==> config.mk <==
export PLATFORM = sky130hd
export DESIGN_NAME = restoring_divider_flat
export DESIGN_NICKNAME = d
export VERILOG_FILES = /design/src/rtl/restoring_divider_if.sv /design/src/rtl/restoring_divider.sv /design/src/flat_wrapper.sv
export SDC_FILE = /design/constraint.sdc
export NUM_CORES = 1
export LEC_CHECK = 0
export CAP_MARGIN = 0
export CORE_UTILIZATION = 54
export DETAILED_ROUTE_END_ITERATION = 7
export PLACE_DENSITY = 0.84
export RECOVER_POWER = 50
export SLEW_MARGIN = 40
export SYNTH_ARGS = -nofsm -noshare
export SYNTH_HDL_FRONTEND = slang
export SYNTH_SLANG_ARGS = --single-unit
==> constraint.sdc <==
create_clock -name Clk -period 5 [get_ports Clk]
set_input_delay 0.5 -clock Clk [delete_from_list [all_inputs] [get_ports Clk]]
set_output_delay 0.5 -clock Clk [all_outputs]
set_load 0.005 [all_outputs]
==> src/rtl/restoring_divider_if.sv <==
// Switch/button inputs and hex-display outputs of the restoring divider.
// The master drives the synchronized controls; the slave is the divider itself.
interface restoring_divider_if #(parameter int WIDTH = 8);
  logic             LoadB;
  logic             Execute;
  logic [WIDTH-1:0] Din;
  logic [WIDTH-1:0] Aval;
  logic [WIDTH-1:0] Bval;
  logic [WIDTH-1:0] Dval;
  logic             Busy;
  logic             Done;
  logic             DivZero;

  modport master (
    output LoadB, Execute, Din,
    input  Aval, Bval, Dval, Busy, Done, DivZero
  );

  modport slave (
    input  LoadB, Execute, Din,
    output Aval, Bval, Dval, Busy, Done, DivZero
  );
endinterface

==> src/rtl/restoring_divider.sv <==
// Sequential restoring divider, one quotient bit per clock; quotient on Bval, remainder on Aval.
// Define SIGNED_DIV_EN for two's-complement operands (adds a sign-fix cycle after iterating).
module restoring_divider #(
  parameter int WIDTH = 8
) (
  input  logic                Clk,
  input  logic                Reset,
  restoring_divider_if.slave  bus
);
  localparam int CW = $clog2(WIDTH) + 1;
  localparam logic [CW-1:0] LAST = CW'(WIDTH - 1);

`ifdef SIGNED_DIV_EN
  typedef enum logic [1:0] {IDLE, ITER, DONE, FIX} state_e;
`else
  typedef enum logic [1:0] {IDLE, ITER, DONE} state_e;
`endif

  state_e           state_q, state_d;
  logic [WIDTH-1:0] a_q, a_d;
  logic [WIDTH-1:0] b_q, b_d;
  logic [WIDTH-1:0] d_q, d_d;
  logic [CW-1:0]    cnt_q, cnt_d;
  logic             dz_q, dz_d;

  logic [2*WIDTH-1:0] shifted;
  logic [WIDTH:0]     trial;
  logic [WIDTH-1:0]   dmag;
  logic [WIDTH-1:0]   din_mag;

`ifdef SIGNED_DIV_EN
  logic qneg_q, qneg_d;
  logic rneg_q, rneg_d;

  // Iteration always works on magnitudes; signs are reapplied in FIX.
  assign dmag    = d_q[WIDTH-1]     ? (~d_q + WIDTH'(1))     : d_q;
  assign din_mag = bus.Din[WIDTH-1] ? (~bus.Din + WIDTH'(1)) : bus.Din;
`else
  assign dmag    = d_q;
  assign din_mag = bus.Din;
`endif

  assign shifted = {a_q, b_q} << 1;
  assign trial   = {1'b0, shifted[2*WIDTH-1:WIDTH]} - {1'b0, dmag};

  always_comb begin
    state_d = state_q;
    a_d     = a_q;
    b_d     = b_q;
    d_d     = d_q;
    cnt_d   = cnt_q;
    dz_d    = dz_q;
`ifdef SIGNED_DIV_EN
    qneg_d  = qneg_q;
    rneg_d  = rneg_q;
`endif
    case (state_q)
      IDLE: begin
        if (bus.Execute) begin
          a_d   = '0;
          b_d   = din_mag;
          cnt_d = '0;
          dz_d  = 1'b0;
`ifdef SIGNED_DIV_EN
          qneg_d = bus.Din[WIDTH-1] ^ d_q[WIDTH-1];
          rneg_d = bus.Din[WIDTH-1];
`endif
          if (d_q == '0) begin
            b_d     = '1;
            a_d     = bus.Din;
            dz_d    = 1'b1;
            state_d = DONE;
          end else begin
            state_d = ITER;
          end
        end else if (bus.LoadB) begin
          d_d = bus.Din;
        end
      end
      ITER: begin
        // Restore (keep the shifted partial remainder) when the trial subtract borrows.
        if (trial[WIDTH]) begin
          a_d = shifted[2*WIDTH-1:WIDTH];
          b_d = {shifted[WIDTH-1:1], 1'b0};
        end else begin
          a_d = trial[WIDTH-1:0];
          b_d = {shifted[WIDTH-1:1], 1'b1};
        end
        cnt_d = cnt_q + CW'(1);
        if (cnt_q == LAST) begin
`ifdef SIGNED_DIV_EN
          state_d = FIX;
`else
          state_d = DONE;
`endif
        end
      end
`ifdef SIGNED_DIV_EN
      FIX: begin
        if (qneg_q) b_d = ~b_q + WIDTH'(1);
        if (rneg_q) a_d = ~a_q + WIDTH'(1);
        state_d = DONE;
      end
`endif
      DONE: begin
        // Wait for the button to be released so one press gives one division.
        if (!bus.Execute) state_d = IDLE;
      end
      default: state_d = IDLE;
    endcase
  end

  always_ff @(posedge Clk or posedge Reset) begin
    if (Reset) begin
      state_q <= IDLE;
      a_q     <= '0;
      b_q     <= '0;
      d_q     <= '0;
      cnt_q   <= '0;
      dz_q    <= 1'b0;
`ifdef SIGNED_DIV_EN
      qneg_q  <= 1'b0;
      rneg_q  <= 1'b0;
`endif
    end else begin
      state_q <= state_d;
      a_q     <= a_d;
      b_q     <= b_d;
      d_q     <= d_d;
      cnt_q   <= cnt_d;
      dz_q    <= dz_d;
`ifdef SIGNED_DIV_EN
      qneg_q  <= qneg_d;
      rneg_q  <= rneg_d;
`endif
    end
  end

  assign bus.Aval    = a_q;
  assign bus.Bval    = b_q;
  assign bus.Dval    = d_q;
  assign bus.Busy    = (state_q == ITER);
  assign bus.Done    = (state_q == DONE);
  assign bus.DivZero = dz_q;
endmodule

==> src/flat_wrapper.sv <==
// flat-port wrapper written by rule: the top's interface ports become plain ports
module restoring_divider_flat 
#(
  parameter int WIDTH = 8
)
  (Clk, Reset, bus_LoadB, bus_Execute, bus_Din, bus_Aval, bus_Bval, bus_Dval, bus_Busy, bus_Done, bus_DivZero);
  restoring_divider_if #(.WIDTH(WIDTH)) bus_i ();
  input  logic Clk;
  input  logic Reset;
  input wire logic [$bits(bus_i.LoadB)-1:0] bus_LoadB;
  input wire logic [$bits(bus_i.Execute)-1:0] bus_Execute;
  input wire logic [$bits(bus_i.Din)-1:0] bus_Din;
  output wire logic [$bits(bus_i.Aval)-1:0] bus_Aval;
  output wire logic [$bits(bus_i.Bval)-1:0] bus_Bval;
  output wire logic [$bits(bus_i.Dval)-1:0] bus_Dval;
  output wire logic [$bits(bus_i.Busy)-1:0] bus_Busy;
  output wire logic [$bits(bus_i.Done)-1:0] bus_Done;
  output wire logic [$bits(bus_i.DivZero)-1:0] bus_DivZero;
  assign bus_i.LoadB = bus_LoadB;
  assign bus_i.Execute = bus_Execute;
  assign bus_i.Din = bus_Din;
  assign bus_Aval = bus_i.Aval;
  assign bus_Bval = bus_i.Bval;
  assign bus_Dval = bus_i.Dval;
  assign bus_Busy = bus_i.Busy;
  assign bus_Done = bus_i.Done;
  assign bus_DivZero = bus_i.DivZero;
  restoring_divider #(.WIDTH(WIDTH)) u_core (.Clk(Clk), .Reset(Reset), .bus(bus_i));
endmodule
==> results.toml <==
[run_status]
outcome = "complete, but fails checks"
violations = "max-capacitance violations, max-slew violations"

[place]
io_buffers = 38
gp_congestion = 0.893
dpl-instance-area_sq_um = 2260
dpl.hpwl_microns = 3460

[routing]
drt-pass1-iter-count = 4
totalWireLength_microns = 4650
drc = 0
via_per_inst = 6.18
ant_nets = 0
wl_per_cell_microns = 16.4
via_count = 1756
drt-initial-drc-count = 83

[sta]
post-route-period-util_pct = 46.3
setup_viol = 0
relSlewSlack_pct = -9.14
min_period_ps = 2310
rsz0062_at_grt = "false"
fmax_ghz = 0.432
final_hold_viol_count = 0
drv_slew = 32
tns_ps = 0
fin_skew_ps = 8.78
tightest_slew_ps = 1640

[worst_setup_path]
worstPathMaxFanout = 14
worstSetupPathType = "reg -> out"
slowest_stage = "clkdlybuf4s50_1"
rrSetupSlack_ps = 2740
critPathLaunchType = "flop"
worstPathRequired_ps = 4500
worstPathArrival_ps = 1810
cp_cell_sequence = "nand2b_4, inv_2, clkdlybuf4s50_1"
slowest_delay_ps = 540
timing.critical_path.to_type = "output pin"

[cts]
cts_tree = "done"
cts_hold_repair.buffers = 0
cts_htree_levels = 2
clkSinkCount = 31
cts_setup_buffers = 0
clk_pin_slew_ps = 110
cts_resized = 0
cts-root-buf = "clkbuf_4"
cts_buffers = 5
cts.path.max_buffers = 2
clock_latency_ps = 340

[cells_and_area]
fillCellCount = 259
diodes = 0
final_nets = 261
multi_input_area_sq_um = 963
drive_above_1_share_pct = 7.08
register_area_sq_um = 776
final_cell_area_sq_um = 2290
area_growth_pct = 25.4

[power]
p_per_area_nw_per_um2 = 734
vdd.ir_drop.worst_v = 0.000395
leakagePower_nw = 0.970
power_mw = 1.68

[yosys]
synth_edf_count = 0
synthFlopType = "dfrtp_1"
synth_cells = 196
synth.distinct_cells = 50
synthArstFlopShare_pct = 100
postSynthAreaPerCell_sq_um = 9.31
syn_area_sq_um = 1820
seq_area_frac_synth_pct = 42.5
ys_ff_latch = 31
ys_warn_count = 0
synth.largest_area_cell = "dfrtp_1"
synth_top_area_share_pct = 42.5
synthTopCellsByArea = "dfrtp_1 (43%), o21ai_0 (7.1%), ha_1 (6.2%)"
synth_nets = 218

[global_route]
first_global_vias = 1632
antenna_found_initial = 0
gr-total-overflow = 0
gr-usage-all-layers_pct = 28.9
grt_start_max_net_pins = 32
grt_pass1_wl_microns = 7710

[worst_hold_path]
hold_class = "reg -> reg"

[die]
initial_core_util_pct = 58.3
die_area_sq_um = 3610
die_y_microns = 60.1
rows = 20
pin_count = 39
die_x_microns = 60.1
core_area_sq_um = 3130

[flow_run]
cap_viol_max_count = 1
[sequential cells by signal, summed over array words and instances (netlist names)]
register            flops
u_core.cnt_q            4
u_core.state_q          2
u_core.bus.Bval         8
u_core.bus.Dval         8
u_core.bus.DivZero      1
u_core.bus.Aval         8
[stage by stage]
step,cells,hold slack [ps],util [%],worst slack [ps]
2_1_floorplan,196,472,-,2940
3_3_place_gp,276,476,72.1,2870
3_5_place_dp,276,505,72.1,2790
4_1_cts,284,528,73.8,2680
5_1_grt,284,559,73.2,2520
6_report,284,518,73.2,2690
[path summary, 6_finish.rpt]
path                                    startpoint            endpoint  depth (start not counted)
worst max-delay path             u_core.state_q[1]            bus_Busy                          3
worst min-delay path               u_core.cnt_q[2]     u_core.cnt_q[2]                          1
worst max register to register  u_core.bus.Bval[7]  u_core.bus.Aval[0]                          8
worst min register to register     u_core.cnt_q[2]     u_core.cnt_q[2]                          1
max in group asynchronous                    Reset  u_core.bus.Dval[6]                          3
min in group asynchronous                    Reset  u_core.bus.Bval[3]                          3
[cells in the mapped netlist (2+ instances only)]
master    instances
o21ai_0          26
a221oi_1          6
nand4_1           2
a21o_1            3
o21a_1            2
a22oi_1           2
o22ai_1           6
ha_1              9
nand2_1          25
clkbuf_1          4
nand2b_1          4
inv_1            12
nor2_1           12
xor2_1            2
dfrtp_1          31
nand3_1           3
nor2b_1           2
o21ai_1           2
or4_4             2
a21oi_1           9
and3_1            2
a211oi_1          2
[cells by family (layout without fill, tap and decap cells)]
group,Yosys count,count (layout),share of synthesized area [%]
AOI/OAI and AO/OA,73,73,26.1
and+or+nand+nor,61,61,18.4
DFF,31,31,42.5
buffers and inverters,18,62,4.11
adders and majority gates,10,10,7.27
xor gates and xnor gates,2,2,0.960
muxes,1,1,0.617
[layout make-up]
class                      instances  area share [%]
clock buffer                       6            1.80
sequential                        31            33.9
inverter                          13            2.13
tap                               44            2.41
clock inverter                     2           0.547
timing repair buffer              41            17.1
multi-input combinational        147            42.1
[cells in the final DEF, fill, tap and decap left out, types with 4 or more instances in the layout]
cell type,n
clkbuf_1,4
a21oi_1,9
o21ai_0,26
o22ai_1,6
dfrtp_1,31
nor2_1,12
clkdlybuf4s50_1,36
ha_1,9
clkbuf_4,5
a221oi_1,6
nand2b_1,4
nand2_1,25
inv_1,12
[worst max-delay path: cells and delay by family (launching register included)]
family,cells,cell delay [ps]
flip-flops,1,460
AND/OR/NAND/NOR,1,250
buffers and inverters,2,760
[report_power, final]
part           internal (mW)  total [mW]  switching (mW)  leakage, nW
clock                 0.0542       0.147          0.0926       0.0282
sequential             0.373       0.488           0.115        0.381
combinational          0.505        1.05           0.541        0.560
[per-layer routing]
| layer | GRT usage (%) | vias to the layer above | share of wire, % |
|---|---|---|---|
| met4 | 15.3 | 0 | 3.7 |
| met5 | 0 | - | 0 |
| li1 | - | 811 | - |
| met3 | 7.36 | 21 | 7.7 |
| met2 | 45.8 | 85 | 48 |
| met1 | 36.1 | 839 | 41 |
(Power assumes the default switching activity.)
